<file path="src/rtl/ysyx_23060303_wbu.sv">
// ============================================================================
//  Module   : ysyx_23060303_wbu
//  Brief    : Write-back unit. Retires one instruction per handshake. Waits
//             for load data when needed, then aligns and extends it. Drives
//             the register-file write port and a commit pulse, one cycle each.
//  Revision : 1.0  initial release
// ============================================================================
`default_nettype none

module ysyx_23060303_wbu #(
    parameter int ysyx_23060303_ADDR_WIDTH = 5,
    parameter int ysyx_23060303_DATA_WIDTH = 32
) (
    input  logic                                clk,
    input  logic                                rst,
    // upstream retire channel
    input  logic                                in_valid,
    output logic                                in_ready,
    input  logic [31:0]                         in_pc,
    input  logic [ysyx_23060303_ADDR_WIDTH-1:0] in_rd,
    input  logic                                in_rd_wen,
    input  logic                                in_is_load,
    input  logic [2:0]                          in_funct3,
    input  logic [1:0]                          in_addr_lo,
    input  logic [ysyx_23060303_DATA_WIDTH-1:0] in_alu_res,
    // load data return
    input  logic                                mem_rvalid,
    input  logic [ysyx_23060303_DATA_WIDTH-1:0] mem_rdata,
    // register-file write port
    output logic                                rf_wen,
    output logic [ysyx_23060303_ADDR_WIDTH-1:0] rf_waddr,
    output logic [ysyx_23060303_DATA_WIDTH-1:0] rf_wdata,
    // difftest commit
    output logic                                commit_valid,
    output logic [31:0]                         commit_pc
);

    localparam int AW = ysyx_23060303_ADDR_WIDTH;
    localparam int DW = ysyx_23060303_DATA_WIDTH;

    typedef enum logic [1:0] {
        ST_IDLE     = 2'd0,
        ST_WAIT_MEM = 2'd1,
        ST_WB       = 2'd2
    } state_t;

    state_t           state_q, state_d;

    // instruction context captured at the handshake
    logic [31:0]      pc_q,      pc_d;
    logic [AW-1:0]    rd_q,      rd_d;
    logic             rd_wen_q,  rd_wen_d;
    logic [2:0]       funct3_q,  funct3_d;
    logic [1:0]       addr_lo_q, addr_lo_d;
    logic [DW-1:0]    alu_q,     alu_d;

    // registered outputs
    logic             rf_wen_q,       rf_wen_d;
    logic [AW-1:0]    rf_waddr_q,     rf_waddr_d;
    logic [DW-1:0]    rf_wdata_q,     rf_wdata_d;
    logic             commit_valid_q, commit_valid_d;
    logic [31:0]      commit_pc_q,    commit_pc_d;

    logic [7:0]       w_byte;
    logic [15:0]      w_half;
    logic [DW-1:0]    w_load_data;

    // Ready depends only on state and reset, never on the data inputs.
    assign in_ready = (state_q == ST_IDLE) && !rst;

    assign rf_wen       = rf_wen_q;
    assign rf_waddr     = rf_waddr_q;
    assign rf_wdata     = rf_wdata_q;
    assign commit_valid = commit_valid_q;
    assign commit_pc    = commit_pc_q;

    // Select the addressed byte/half lane and extend per the load type.
    always_comb begin
        w_byte      = mem_rdata[7:0];
        w_half      = addr_lo_q[1] ? mem_rdata[31:16] : mem_rdata[15:0];
        w_load_data = mem_rdata;
        case (addr_lo_q)
            2'd0:    w_byte = mem_rdata[7:0];
            2'd1:    w_byte = mem_rdata[15:8];
            2'd2:    w_byte = mem_rdata[23:16];
            default: w_byte = mem_rdata[31:24];
        endcase
        case (funct3_q)
            3'b000:  w_load_data = {{(DW-8){w_byte[7]}}, w_byte};
            3'b001:  w_load_data = {{(DW-16){w_half[15]}}, w_half};
            3'b100:  w_load_data = {{(DW-8){1'b0}}, w_byte};
            3'b101:  w_load_data = {{(DW-16){1'b0}}, w_half};
            default: w_load_data = mem_rdata;  // lw and undefined encodings
        endcase
    end

    // Next-state, context capture and output-register next values.
    always_comb begin
        state_d        = state_q;
        pc_d           = pc_q;
        rd_d           = rd_q;
        rd_wen_d       = rd_wen_q;
        funct3_d       = funct3_q;
        addr_lo_d      = addr_lo_q;
        alu_d          = alu_q;
        rf_wen_d       = 1'b0;
        commit_valid_d = 1'b0;
        rf_waddr_d     = rf_waddr_q;
        rf_wdata_d     = rf_wdata_q;
        commit_pc_d    = commit_pc_q;
        case (state_q)
            ST_IDLE: begin
                if (in_valid) begin
                    pc_d      = in_pc;
                    rd_d      = in_rd;
                    rd_wen_d  = in_rd_wen;
                    funct3_d  = in_funct3;
                    addr_lo_d = in_addr_lo;
                    alu_d     = in_alu_res;
                    if (in_is_load) begin
                        state_d = ST_WAIT_MEM;
                    end else begin
                        // Output flops load on this edge, so the write
                        // appears the cycle after acceptance.
                        state_d        = ST_WB;
                        rf_wen_d       = in_rd_wen && (in_rd != '0);
                        commit_valid_d = 1'b1;
                        rf_waddr_d     = in_rd;
                        rf_wdata_d     = in_alu_res;
                        commit_pc_d    = in_pc;
                    end
                end
            end
            ST_WAIT_MEM: begin
                if (mem_rvalid) begin
                    state_d        = ST_WB;
                    rf_wen_d       = rd_wen_q && (rd_q != '0);
                    commit_valid_d = 1'b1;
                    rf_waddr_d     = rd_q;
                    rf_wdata_d     = w_load_data;
                    commit_pc_d    = pc_q;
                end
            end
            ST_WB: begin
                // Outputs pulse during this state; fall back to accept.
                state_d = ST_IDLE;
            end
            default: state_d = ST_IDLE;
        endcase
    end

    // State and output registers with synchronous reset.
    always_ff @(posedge clk) begin
        if (rst) begin
            state_q        <= ST_IDLE;
            pc_q           <= '0;
            rd_q           <= '0;
            rd_wen_q       <= 1'b0;
            funct3_q       <= '0;
            addr_lo_q      <= '0;
            alu_q          <= '0;
            rf_wen_q       <= 1'b0;
            rf_waddr_q     <= '0;
            rf_wdata_q     <= '0;
            commit_valid_q <= 1'b0;
            commit_pc_q    <= '0;
        end else begin
            state_q        <= state_d;
            pc_q           <= pc_d;
            rd_q           <= rd_d;
            rd_wen_q       <= rd_wen_d;
            funct3_q       <= funct3_d;
            addr_lo_q      <= addr_lo_d;
            alu_q          <= alu_d;
            rf_wen_q       <= rf_wen_d;
            rf_waddr_q     <= rf_waddr_d;
            rf_wdata_q     <= rf_wdata_d;
            commit_valid_q <= commit_valid_d;
            commit_pc_q    <= commit_pc_d;
        end
    end

endmodule

`default_nettype wire
</file>
<file path="config.mk">
export PLATFORM = sky130hd
export DESIGN_NAME = ysyx_23060303_wbu
export DESIGN_NICKNAME = d
export VERILOG_FILES = /design/src/rtl/ysyx_23060303_wbu.sv
export SDC_FILE = /design/constraint.sdc
export NUM_CORES = 1
export LEC_CHECK = 0
export BUFFER_PORTS_ARGS = -buffer_cell sky130_fd_sc_hd__buf_2
export CORE_MARGIN = 5
export CORE_UTILIZATION = 45
export DETAILED_ROUTE_END_ITERATION = 6
export GPL_ROUTABILITY_DRIVEN = 0
export PLACE_DENSITY = 0.73
export SLEW_MARGIN = 10
export SYNTH_ARGS = -nofsm -noshare
export SYNTH_HDL_FRONTEND = slang
export SYNTH_SLANG_ARGS = --single-unit
</file>
<file path="constraint.sdc">
create_clock -name clk -period 2.3 [get_ports clk]
set_input_delay 0.345 -clock clk [delete_from_list [all_inputs] [get_ports clk]]
set_output_delay 0.345 -clock clk [all_outputs]
set_load 0.02 [all_outputs]
</file>
* Word-level counts from Yosys, hierarchy flattened *
Cells that the tools add are included.

storage, ports and cells
  bits in registers = 116
  input bits = 112
  output and inout port bits = 72
  logic and storage cells = 60

operators by class
  equal/unequal tests = 9
  muxes and demuxes = 27
  reduce and logical (&&, ||, !) cells = 13

operators with widths
  cell                                                              count
  32-bit two-way mux                                                6
  32-bit case mux with 2 select lines                               2
  32-bit case mux with 4 select lines                               1
  8-bit case mux with 3 select lines                                1
  16-bit two-way mux                                                1
  5-bit two-way mux                                                 3
  5-bit case mux with 2 select lines                                1
  5-bit nonzero test                                                2
  3-bit == test (second input constant)                             2
  1-bit two-way mux                                                 6
  2-bit two-way mux                                                 3
  2-bit != test (second input constant)                             3
  2-bit by 1-bit == test with 1-bit output (second input constant)  2
  2-bit zero test                                                   2
  1-bit case mux with 2 select lines                                2
  2-bit case mux with 2 select lines                                1
  2-bit AND reduction                                               2
  4-bit AND reduction                                               1
  3-bit by 1-bit == test with 1-bit output (second input constant)  1
  1-bit logical AND                                                 3
  3-bit zero test                                                   1
  2-bit == test (second input constant)                             1
  2-bit nonzero test                                                1
  1-bit zero test                                                   1

* Depth between registers and ports, before layout *
Gate-level depths: netlist of the first run.

  depth in word-level cells = 5
  mapped depth = 7
  mapped depth without buffers = 4

* Worst setup path before layout of the first run *
OpenSTA, ideal clock, no wires.

  path kind = input-to-reg
  start point = in in_is_load
  end point = reg rf_wdata_q[12], in the netlist rf_wdata[12]
  library setup time = 86 ps
  data arrival time = 1,634 ps
  required time = 2,214 ps
  setup slack = 580 ps
  stages on the path = 5
  buffers on the path = 1
  path through = or3b_4 a21oi_4 buf_6 mux2_2 a211oi_1

on the way
  cells in the longest elaborated chain, start to end = 2

RTL lines
  item                           line  source
  from (decl)                    22    input logic in_is_load,
  2-bit != test (no line)        n/a
  4-bit AND reduction (no line)  n/a
  to (signal assigned)           177   rf_wdata_q <= rf_wdata_d;
  to (decl)                      60    logic [DW-1:0] rf_wdata_q, rf_wdata_d;

No other way between the ends.
A chain may end at the register's enable or synchronous reset.

* Final worst setup path of the first run *
  start point = reg state_q[0]
  end point = reg rf_wdata_q[30], in the netlist rf_wdata[30]

on the way
  cells in the longest elaborated chain, start to end = 3
  elaborated cells on any way between the ends = 8
  those cells by class = eq/ne (4); mux (1); reduce/logical (3)

RTL lines
  item                                                                                line  source
  from (decl)                                                                         47    state_t state_q, state_d;
  from (signal assigned)                                                              168   state_q <= state_d;
  2-bit by 1-bit == test with 1-bit output / 2-bit zero test (equally long branches)  111   case (state_q)
  2-bit != test (no line) / 2-bit nonzero test (equally long branches)                n/a
  4-bit AND reduction (no line)                                                       n/a

Several ways; a longest one is shown, not always the timed one.

==> report_table.html, run 1 <==
<table>
<tr><th>Metric</th><th>Value</th></tr>
<tr><th colspan="2">Die</th></tr>
<tr><td>Area of the die</td><td>14490 um2</td></tr>
<tr><td>Floorplan core area</td><td>11960 um2</td></tr>
<tr><td>Row count</td><td>40</td></tr>
<tr><td>Initial core utilization</td><td>45.84%</td></tr>
<tr><td>Die width</td><td>120.4 um</td></tr>
<tr><td>Vertical extent of the die</td><td>120.4 um</td></tr>
<tr><td>Top Ports</td><td>184</td></tr>
<tr><th colspan="2">Setup path</th></tr>
<tr><td>Dominant delay contributor by cell family on the critical path</td><td>compound AO/OA/AOI/OAI gates</td></tr>
<tr><td>Reg2reg end</td><td>rf_wdata[30]</td></tr>
<tr><td>Highest fanout seen on the critical path</td><td>18</td></tr>
<tr><td>Beginning of the worst register-to-register path</td><td>state_q[0]</td></tr>
<tr><td>Setup crit start kind</td><td>register</td></tr>
<tr><td>Launching element of the worst setup path</td><td>state_q[0]</td></tr>
<tr><td>Master of the slowest instance on the critical path</td><td>sky130_fd_sc_hd__o22a_1</td></tr>
<tr><td>Kind of end point of the critical path</td><td>register</td></tr>
<tr><td>Data arrival time of the critical path</td><td>2370 ps</td></tr>
<tr><td>Critical Path RT</td><td>2590 ps</td></tr>
<tr><td>Critical path, cell by cell</td><td>buf_4 -&gt; nor2b_4 -&gt; o21ai_0 -&gt; o22a_1 -&gt; a221o_1</td></tr>
<tr><td>Worst path max stage delay</td><td>410 ps</td></tr>
<tr><td>Register-to-Register Setup Slack</td><td>220 ps</td></tr>
<tr><td>Length in cells of the worst reg-to-reg path</td><td>5</td></tr>
<tr><td>Type of the worst setup path</td><td>reg -&gt; reg</td></tr>
<tr><td>Count of buffering cells on the critical path with inverters included</td><td>1</td></tr>
<tr><th colspan="2">Clock tree</th></tr>
<tr><td>CTS buffer count</td><td>17</td></tr>
<tr><td>CTS tree</td><td>built</td></tr>
<tr><td>Buffer levels on the longest clock path</td><td>2</td></tr>
<tr><td>Sinks on the clock net</td><td>116</td></tr>
<tr><td>Root buffer cell</td><td>sky130_fd_sc_hd__clkbuf_16</td></tr>
<tr><td>Number of buffers added to fix hold violations after cts</td><td>0</td></tr>
<tr><td>Post-CTS setup-driven buffer insertion count</td><td>0</td></tr>
<tr><td>H-tree levels</td><td>4</td></tr>
<tr><td>Clock Pin Slew Worst Setup and Hold Paths</td><td>50 ps</td></tr>
<tr><td>CTS resizes</td><td>0</td></tr>
<tr><td>Clock network latency to the later pin of the worst-skew pair</td><td>410 ps</td></tr>
<tr><th colspan="2">Routing</th></tr>
<tr><td>Detailed-routing iteration count for the pre-antenna-repair pass</td><td>6</td></tr>
<tr><td>DRC viols</td><td>0</td></tr>
<tr><td>Drt first-iter violations</td><td>447</td></tr>
<tr><td>Average detailed-routed wire length per instance</td><td>16.14 um</td></tr>
<tr><td>Aggregate routed wire length</td><td>16380 um</td></tr>
<tr><td>Post-DRT Antenna Nets</td><td>0</td></tr>
<tr><td>Via total after detailed routing</td><td>5456</td></tr>
<tr><td>Via density per instance</td><td>5.375</td></tr>
<tr><th colspan="2">STA</th></tr>
<tr><td>Tcrit/Tclk final</td><td>90.26%</td></tr>
<tr><td>Actual transition at the worst max-transition pin</td><td>709.7 ps</td></tr>
<tr><td>Relative slew margins</td><td>52.69%</td></tr>
<tr><td>Total of endpoints with negative setup slack in the final report</td><td>0</td></tr>
<tr><td>PnR worst setup slack</td><td>224.0 ps</td></tr>
<tr><td>Clock Skews</td><td>9.412 ps</td></tr>
<tr><td>Setup repair after global routing missed its margin</td><td>false</td></tr>
<tr><td>Setup tns final</td><td>0 ps</td></tr>
<tr><td>Number of max-slew violations in the final report</td><td>0</td></tr>
<tr><td>Endpoints failing hold</td><td>0</td></tr>
<tr><td>Maximum clock frequency</td><td>0.4817 GHz</td></tr>
<tr><td>Final period demand of the worst path</td><td>2076 ps</td></tr>
<tr><th colspan="2">Power and ir drop</th></tr>
<tr><td>Switching part of the total</td><td>26.84%</td></tr>
<tr><td>Pwr per Cell Area</td><td>839.0 nW/um2</td></tr>
<tr><td>Power share of the combinational group</td><td>16.8%</td></tr>
<tr><td>Maximum VDD drop</td><td>0.0004378 V</td></tr>
<tr><td>Switching Power</td><td>1587 uW</td></tr>
<tr><td>Leakage power</td><td>0.002996 uW</td></tr>
<tr><td>Clock network fraction of design power</td><td>44.8%</td></tr>
<tr><td>Int Power</td><td>4327 uW</td></tr>
<tr><td>Register share of total power</td><td>38.3%</td></tr>
<tr><th colspan="2">Synth</th></tr>
<tr><td>Fraction of synthesized area in multiplexers</td><td>3.241%</td></tr>
<tr><td>Synthesized area</td><td>5483 um2</td></tr>
<tr><td>Post-synthesis compound-gate area fraction</td><td>23.41%</td></tr>
<tr><td>Most used DFF post-synth</td><td>sky130_fd_sc_hd__dfxtp_1</td></tr>
<tr><td>Net Count, Synth</td><td>811</td></tr>
<tr><td>Yosys warning count</td><td>0</td></tr>
<tr><td>Count of flip-flops with a built-in enable after synthesis</td><td>0</td></tr>
<tr><td>Number of distinct library cells after synthesis</td><td>39</td></tr>
<tr><td>Mean instance size in the synthesized netlist</td><td>7.844 um2</td></tr>
<tr><td>Share of the synthesized netlist area taken by xor and xnor gates</td><td>0%</td></tr>
<tr><td>Simple-Gate Fraction of Synth Area</td><td>24.44%</td></tr>
<tr><td>Seq cells post-synth</td><td>116</td></tr>
<tr><td>Syn Inst Count</td><td>699</td></tr>
<tr><td>Post-synthesis sequential area ratio</td><td>42.36%</td></tr>
<tr><td>Async S/R FF share, synth</td><td>0%</td></tr>
<tr><td>Main combinational cell family by area after synthesis</td><td>simple AND/OR/NAND/NOR gates</td></tr>
<tr><td>Adder-cell share of the synthesized area</td><td>0%</td></tr>
<tr><th colspan="2">Final layout</th></tr>
<tr><td>Synthesis-to-layout area growth</td><td>28.57%</td></tr>
<tr><td>Share of final-layout standard cells stronger than drive strength 1</td><td>29.49%</td></tr>
<tr><td>Count of inserted antenna diode cells</td><td>0</td></tr>
<tr><td>Number of non-filler instances in the completed layout</td><td>1015</td></tr>
<tr><td>Count of filler cells inserted in the layout</td><td>1118</td></tr>
<tr><td>Number of nets in the finished design</td><td>969</td></tr>
<tr><td>Utilization after layout</td><td>58.93%</td></tr>
<tr><th colspan="2">Min path</th></tr>
<tr><td>HP Start</td><td>rst</td></tr>
<tr><td>Path type of the worst min-delay path</td><td>in -&gt; reg</td></tr>
<tr><td>Hold-critical path endpoint</td><td>state_q[0]</td></tr>
<tr><td>Depth of the worst hold-timing path</td><td>2</td></tr>
<tr><th colspan="2">GRT</th></tr>
<tr><td>Via count of the first global-routing pass</td><td>5027</td></tr>
<tr><td>Global-route wire length before repair</td><td>25770 um</td></tr>
<tr><td>Sum of overflow across all layers after global routing</td><td>0</td></tr>
<tr><td>Largest net degree at the start of global routing</td><td>68</td></tr>
<tr><td>Number of antenna violations at the first check in global routing</td><td>1</td></tr>
<tr><td>Aggregate global-route resource usage</td><td>22.18%</td></tr>
<tr><th colspan="2">Placed design</th></tr>
<tr><td>Number of I/O port buffers</td><td>183</td></tr>
<tr><td>Number of placed instances with taps included</td><td>985</td></tr>
<tr><td>DP HPWL</td><td>11540 um</td></tr>
<tr><td>Pre-CTS WS</td><td>228.3 ps</td></tr>
<tr><th colspan="2">Outcome</th></tr>
<tr><td>Result of the run</td><td>completed</td></tr>
<tr><th colspan="2">Job</th></tr>
<tr><td>Max capacitance violation total</td><td>0</td></tr>
</table>
## synth_stat cells, drive strengths merged (2+ instances only)
| master | instances | area (um2) |
|---|---|---|
| clkbuf | 32 | 120.1 |
| nand2b | 32 | 200.2 |
| inv | 12 | 45.04 |
| o2111ai | 2 | 17.52 |
| a211oi | 25 | 192.7 |
| a21oi | 59 | 306.5 |
| or4 | 2 | 15.01 |
| nor3 | 17 | 85.08 |
| mux2 | 14 | 157.7 |
| nand2 | 182 | 683.2 |
| or2 | 2 | 12.51 |
| nor2 | 66 | 250.2 |
| o211ai | 7 | 52.55 |
| mux2i | 2 | 20.02 |
| o21ai | 9 | 45.04 |
| a221o | 16 | 160.2 |
| nor2b | 9 | 56.30 |
| dfxtp | 116 | 2322 |
| a31oi | 7 | 43.79 |
| a311oi | 46 | 409.1 |
| buf | 31 | 193.9 |
## power by group through the flow
| stage | Sequential [uW] | Combinational (uW) | Clock (uW) |
|---|---|---|---|
| 5_1_grt | 2290 | 1090 | 2790 |
| 3_3_place_gp | 2310 | 982 | 0 |
| 4_1_cts | 2270 | 997 | 2700 |
| 6_report | 2270 | 994 | 2650 |
| 2_1_floorplan | 2410 | 528 | 0 |
| 3_5_place_dp | 2310 | 994 | 0 |
## metrics by stage
| stage | total power, uW | hold slack [ps] | cell area, um2 |
|---|---|---|---|
| CTS | 5961 | 164.5 | 7049 |
| global route | 6169 | 162.9 | 7049 |
| floorplan | 2943 | 436.6 | 5483 |
| global placement | 3287 | 442.0 | 6450 |
| finish | 5914 | 171.5 | 7049 |
| detailed placement | 3299 | 446.9 | 6450 |
## cell type report
type	instances	area (um2)	area share, %
Multi-Input combinational cell	508	2813	39.90
Clock inverter	9	128.9	1.828
Tap cell	147	183.9	2.609
Inverter	12	45.04	0.6390
Sequential cell	116	2322	32.94
Clock buffer	21	470.5	6.674
Timing Repair Buffer	202	1086	15.41
## cells by family after synthesis
| family | count (synthesis) |
|---|---|
| muxes | 16 |
| buffers and inverters | 75 |
| and+or+nand+nor | 314 |
| DFF | 116 |
| AOI/OAI and AO/OA | 178 |
## registers in the layout, summed over array words and instances, names as in the netlist
register,count
addr_lo_q,2
commit_pc,32
commit_valid,1
funct3_q,3
pc_q,32
rd_q,5
rd_wen_q,1
rf_waddr,5
rf_wdata,32
rf_wen,1
state_q,2
## cells in the final DEF, fill, tap and decap left out, types with 7 or more instances in the layout
cell	netlist	final
sky130_fd_sc_hd__a211oi_1	24	24
sky130_fd_sc_hd__a21oi_1	58	58
sky130_fd_sc_hd__a221o_1	16	16
sky130_fd_sc_hd__a311oi_1	45	45
sky130_fd_sc_hd__a31oi_1	7	7
sky130_fd_sc_hd__buf_2	17	182
sky130_fd_sc_hd__buf_4	5	18
sky130_fd_sc_hd__clkbuf_16	0	17
sky130_fd_sc_hd__dfxtp_1	116	116
sky130_fd_sc_hd__inv_1	12	12
sky130_fd_sc_hd__mux2_2	14	14
sky130_fd_sc_hd__nand2_1	182	182
sky130_fd_sc_hd__nand2b_1	32	31
sky130_fd_sc_hd__nor2_1	65	65
sky130_fd_sc_hd__nor2b_1	9	8
sky130_fd_sc_hd__nor3_1	17	17
sky130_fd_sc_hd__o211ai_1	7	7
sky130_fd_sc_hd__o21ai_0	9	9
## metal layers
layer | wire [um] | up-vias | track usage (%)
met1 | 7307 | 2479 | 28.65
met5 | 11 | - | 0
met3 | 1162 | 31 | 6.969
met4 | 395 | 2 | 8.286
li1 | - | 2766 | -
met2 | 7501 | 178 | 34.75
## worst max path at each step
stage | to | depth (start not counted) | slack [ps]
floorplan | rf_wdata[12] | 5 | 580
global placement | rf_wdata[26] | 5 | 280
detailed placement | rf_wdata[20] | 5 | 230
CTS | rf_wdata[30] | 5 | 260
global route | rf_wdata[30] | 5 | 100
finish | rf_wdata[30] | 5 | 220
No activity file was read; power rests on OpenSTA's default activity.
==> run 2: changes to the inputs <==
--- a/config.mk
+++ b/config.mk
@@ -5,6 +5,7 @@
 export SDC_FILE = /design/constraint.sdc
 export NUM_CORES = 1
 export LEC_CHECK = 0
+export ABC_AREA = 1
 export BUFFER_PORTS_ARGS = -buffer_cell sky130_fd_sc_hd__buf_2
 export CORE_MARGIN = 5
 export CORE_UTILIZATION = 45
==> run 2 against run 1 <==
  * Synthesized cell count increased by 6.3%
  * Via count increased by 2.0%
  * Sequential share of layout area increased by 1.2 points
  * Sequential power about the same
  * Die area decreased by 4.1%
==> report_table.html, run 2 <==
<table>
<tr><th>Metric</th><th>Value</th></tr>
<tr><th colspan="2">Outcome</th></tr>
<tr><td>Result of the run</td><td>completed</td></tr>
<tr><th colspan="2">Clock tree</th></tr>
<tr><td>Buffer levels on the longest clock path</td><td>2 (unchanged)</td></tr>
<tr><td>H-tree levels</td><td>4 (unchanged)</td></tr>
<tr><td>Clock Pin Slew Worst Setup and Hold Paths</td><td>50 ps (about the same)</td></tr>
<tr><td>Sinks on the clock net</td><td>116 (unchanged)</td></tr>
<tr><td>CTS tree</td><td>built</td></tr>
<tr><td>Clock network latency to the later pin of the worst-skew pair</td><td>410 ps (about the same)</td></tr>
<tr><td>Root buffer cell</td><td>sky130_fd_sc_hd__clkbuf_16</td></tr>
<tr><td>Post-CTS setup-driven buffer insertion count</td><td>0 (unchanged)</td></tr>
<tr><td>CTS buffer count</td><td>17 (unchanged)</td></tr>
<tr><td>CTS resizes</td><td>0 (unchanged)</td></tr>
<tr><td>Number of buffers added to fix hold violations after cts</td><td>0 (unchanged)</td></tr>
<tr><th colspan="2">Routing</th></tr>
<tr><td>Aggregate routed wire length</td><td>15860 um (-3.2%)</td></tr>
<tr><td>Via density per instance</td><td>5.281 (-1.8%)</td></tr>
<tr><td>Detailed-routing iteration count for the pre-antenna-repair pass</td><td>5 (-1)</td></tr>
<tr><td>Via total after detailed routing</td><td>5566 (+2.0%)</td></tr>
<tr><td>Drt first-iter violations</td><td>686 (+53%)</td></tr>
<tr><td>Average detailed-routed wire length per instance</td><td>15.05 um (-6.7%)</td></tr>
<tr><td>Post-DRT Antenna Nets</td><td>0 (unchanged)</td></tr>
<tr><td>DRC viols</td><td>0 (unchanged)</td></tr>
<tr><th colspan="2">Synth</th></tr>
<tr><td>Seq cells post-synth</td><td>116 (unchanged)</td></tr>
<tr><td>Mean instance size in the synthesized netlist</td><td>7.049 um2 (-10%)</td></tr>
<tr><td>Biggest area contributors in the synthesized netlist</td><td>sky130_fd_sc_hd__dfxtp_1, sky130_fd_sc_hd__o21ai_0, sky130_fd_sc_hd__nand2_1</td></tr>
<tr><td>Post-synthesis sequential area ratio</td><td>44.34% (+2.0 points)</td></tr>
<tr><td>Count of flip-flops with a built-in enable after synthesis</td><td>0 (unchanged)</td></tr>
<tr><td>Number of distinct library cells after synthesis</td><td>24 (-38%)</td></tr>
<tr><td>Syn Inst Count</td><td>743 (+6.3%)</td></tr>
<tr><td>Area share of the largest cell type after synthesis</td><td>44.34% (+2.0 points)</td></tr>
<tr><td>Async S/R FF share, synth</td><td>0% (unchanged)</td></tr>
<tr><td>Yosys warning count</td><td>0 (unchanged)</td></tr>
<tr><td>Net Count, Synth</td><td>855 (+5.4%)</td></tr>
<tr><td>Most common cell in the synthesized netlist</td><td>sky130_fd_sc_hd__nand2_1</td></tr>
<tr><td>Synth area leader</td><td>sky130_fd_sc_hd__dfxtp_1</td></tr>
<tr><td>Cell types with the highest counts after synthesis</td><td>sky130_fd_sc_hd__nand2_1, sky130_fd_sc_hd__o21ai_0, sky130_fd_sc_hd__dfxtp_1</td></tr>
<tr><td>Most used DFF post-synth</td><td>sky130_fd_sc_hd__dfxtp_1</td></tr>
<tr><td>Synthesized area</td><td>5238 um2 (-4.5%)</td></tr>
<tr><th colspan="2">Final layout</th></tr>
<tr><td>Utilization after layout</td><td>59.54% (+0.61 points)</td></tr>
<tr><td>Synthesis-to-layout area growth</td><td>29.81%</td></tr>
<tr><td>Leading cell type in the layout, fill and taps excluded</td><td>sky130_fd_sc_hd__buf_2</td></tr>
<tr><td>Area occupied by registers</td><td>2322 um2 (unchanged)</td></tr>
<tr><td>Number of non-filler instances in the completed layout</td><td>1054 (+3.8%)</td></tr>
<tr><td>Number of nets in the finished design</td><td>1010 (+4.2%)</td></tr>
<tr><td>Commonest cells after routing, fill and taps aside</td><td>sky130_fd_sc_hd__buf_2, sky130_fd_sc_hd__nand2_1, sky130_fd_sc_hd__o21ai_0</td></tr>
<tr><td>Area taken by multi-input logic gates</td><td>2519 um2 (-10%)</td></tr>
<tr><td>Count of filler cells inserted in the layout</td><td>1091 (-2.4%)</td></tr>
<tr><td>Count of inserted antenna diode cells</td><td>0 (unchanged)</td></tr>
<tr><td>Share of final-layout standard cells stronger than drive strength 1</td><td>27.33% (-2.2 points)</td></tr>
<tr><th colspan="2">Power and ir drop</th></tr>
<tr><td>Leakage power</td><td>0.003209 uW (+7.1%)</td></tr>
<tr><td>Maximum VDD drop</td><td>0.0006081 V (+39%)</td></tr>
<tr><td>Power after layout</td><td>6164 uW (+4.2%)</td></tr>
<tr><td>Pwr per Cell Area</td><td>906.6 nW/um2 (+8.1%)</td></tr>
<tr><th colspan="2">Die</th></tr>
<tr><td>Top Ports</td><td>184 (unchanged)</td></tr>
<tr><td>Area of the die</td><td>13900 um2 (-4.1%)</td></tr>
<tr><td>Row count</td><td>39 (-2.5%)</td></tr>
<tr><td>Floorplan core area</td><td>11420 um2 (-4.5%)</td></tr>
<tr><td>Initial core utilization</td><td>45.87% (about the same)</td></tr>
<tr><td>Vertical extent of the die</td><td>117.9 um (-2.1%)</td></tr>
<tr><td>Die width</td><td>117.9 um (-2.1%)</td></tr>
<tr><th colspan="2">Job</th></tr>
<tr><td>Max capacitance violation total</td><td>0 (unchanged)</td></tr>
<tr><th colspan="2">Setup path</th></tr>
<tr><td>Setup crit start kind</td><td>register</td></tr>
<tr><td>Kind of end point of the critical path</td><td>register</td></tr>
<tr><td>Launching element of the worst setup path</td><td>funct3_q[0]</td></tr>
<tr><td>Register-to-Register Setup Slack</td><td>370 ps (+150 ps)</td></tr>
<tr><td>Beginning of the worst register-to-register path</td><td>funct3_q[0]</td></tr>
<tr><td>Critical Path RT</td><td>2650 ps (+60 ps)</td></tr>
<tr><td>Type of the worst setup path</td><td>reg -&gt; reg</td></tr>
<tr><td>Data arrival time of the critical path</td><td>2270 ps (-100 ps)</td></tr>
<tr><td>Highest fanout seen on the critical path</td><td>16 (-2)</td></tr>
<tr><th colspan="2">STA</th></tr>
<tr><td>Number of max-slew violations in the final report</td><td>0 (unchanged)</td></tr>
<tr><td>Relative slew margins</td><td>55.00% (+2.3 points)</td></tr>
<tr><td>Total of endpoints with negative setup slack in the final report</td><td>0 (unchanged)</td></tr>
<tr><td>Tcrit/Tclk final</td><td>83.77% (-6.5 points)</td></tr>
<tr><td>Maximum clock frequency</td><td>0.5190 GHz (+7.7%)</td></tr>
<tr><td>Actual transition at the worst max-transition pin</td><td>674.1 ps (-35.63 ps)</td></tr>
<tr><td>Endpoints failing hold</td><td>0 (unchanged)</td></tr>
<tr><td>Setup tns final</td><td>0 ps (unchanged)</td></tr>
<tr><td>Setup repair after global routing missed its margin</td><td>false</td></tr>
<tr><td>Final period demand of the worst path</td><td>1927 ps (-149.3 ps)</td></tr>
<tr><td>Clock Skews</td><td>10.97 ps (+1.555 ps)</td></tr>
<tr><td>Final worst hold slack</td><td>196.9 ps (+25.43 ps)</td></tr>
<tr><th colspan="2">GRT</th></tr>
<tr><td>Sum of overflow across all layers after global routing</td><td>0 (unchanged)</td></tr>
<tr><td>Largest net degree at the start of global routing</td><td>79 (+16%)</td></tr>
<tr><td>Number of antenna violations at the first check in global routing</td><td>0 (-1)</td></tr>
<tr><td>Aggregate global-route resource usage</td><td>22.15% (-0.031 points)</td></tr>
<tr><td>Global-route wire length before repair</td><td>25540 um (-0.88%)</td></tr>
<tr><td>Via count of the first global-routing pass</td><td>5111 (+1.7%)</td></tr>
<tr><th colspan="2">Min path</th></tr>
<tr><td>Path type of the worst min-delay path</td><td>in -&gt; reg</td></tr>
<tr><td>HP Start</td><td>in_funct3[2]</td></tr>
<tr><th colspan="2">Placed design</th></tr>
<tr><td>Number of I/O port buffers</td><td>183 (unchanged)</td></tr>
<tr><td>Number of placed instances with taps included</td><td>1022 (+3.8%)</td></tr>
<tr><td>DP HPWL</td><td>10550 um (-8.5%)</td></tr>
</table>
-- run 2: changes by cell type after synthesis, moves of 30 or more --
cell,delta
sky130_fd_sc_hd__a21oi_1,+38
sky130_fd_sc_hd__a31oi_1,+30
sky130_fd_sc_hd__a311oi_1,-45
sky130_fd_sc_hd__nand2_1,-45
sky130_fd_sc_hd__nand2b_1,-32
sky130_fd_sc_hd__o21ai_0,+108
-- run 2: per-layer routing --
metal | GRT usage, % | routed length [um] | vias to the layer above | share of wire [%]
li1 | - | - | 2821 | -
met1 | 28.24 | 6874 | 2494 | 43
met2 | 35.50 | 7354 | 226 | 46
met3 | 7.256 | 1372 | 25 | 8.7
met5 | 0 | 0 | - | 0
met4 | 6.953 | 259 | 0 | 1.6
-- run 2: power by group --
group          switching [uW]  internal [uW]
Combinational             683            373
Clock                     908           1900
Sequential                102           2200
-- run 2: kinds of logic after synthesis --
family | Yosys count | share of synthesized area [%]
DFF | 116 | 44.34
buffers and inverters | 90 | 7.573
AOI/OAI and AO/OA | 268 | 26.76
and+or+nand+nor | 269 | 21.33
-- run 2: path summary, 6_finish.rpt --
check	cells past startpoint	end
min	3	funct3_q[2]
max reg2reg	6	rf_wdata[26]
max	6	rf_wdata[26]
min reg2reg	2	rd_q[2]
-- run 2: metrics by stage --
step | instance area, um2 | setup slack, ps
2_1_floorplan | 5238 | 810.5
3_3_place_gp | 6171 | 440.8
3_5_place_dp | 6171 | 391.3
4_1_cts | 6799 | 377.4
5_1_grt | 6799 | 118.2
6_report | 6799 | 373.3
-- run 2: final cells by class --
type / instances / area share (%)
Multi-Input combinational cell: 537 / 37.04
Sequential cell: 116 / 34.16
Timing Repair Buffer: 196 / 15.27
Clock buffer: 24 / 7.085
Tap cell: 143 / 2.632
Clock inverter: 8 / 2.153
Inverter: 30 / 1.656
-- run 2: critical path: stages (launching register included) --
cell and delay, ps:
sky130_fd_sc_hd__dfxtp_1 550, sky130_fd_sc_hd__inv_1 130, sky130_fd_sc_hd__nor2_1 210, sky130_fd_sc_hd__nand3b_1 460, sky130_fd_sc_hd__nand3_1 300, sky130_fd_sc_hd__nand2_1 90, sky130_fd_sc_hd__a21oi_1 130
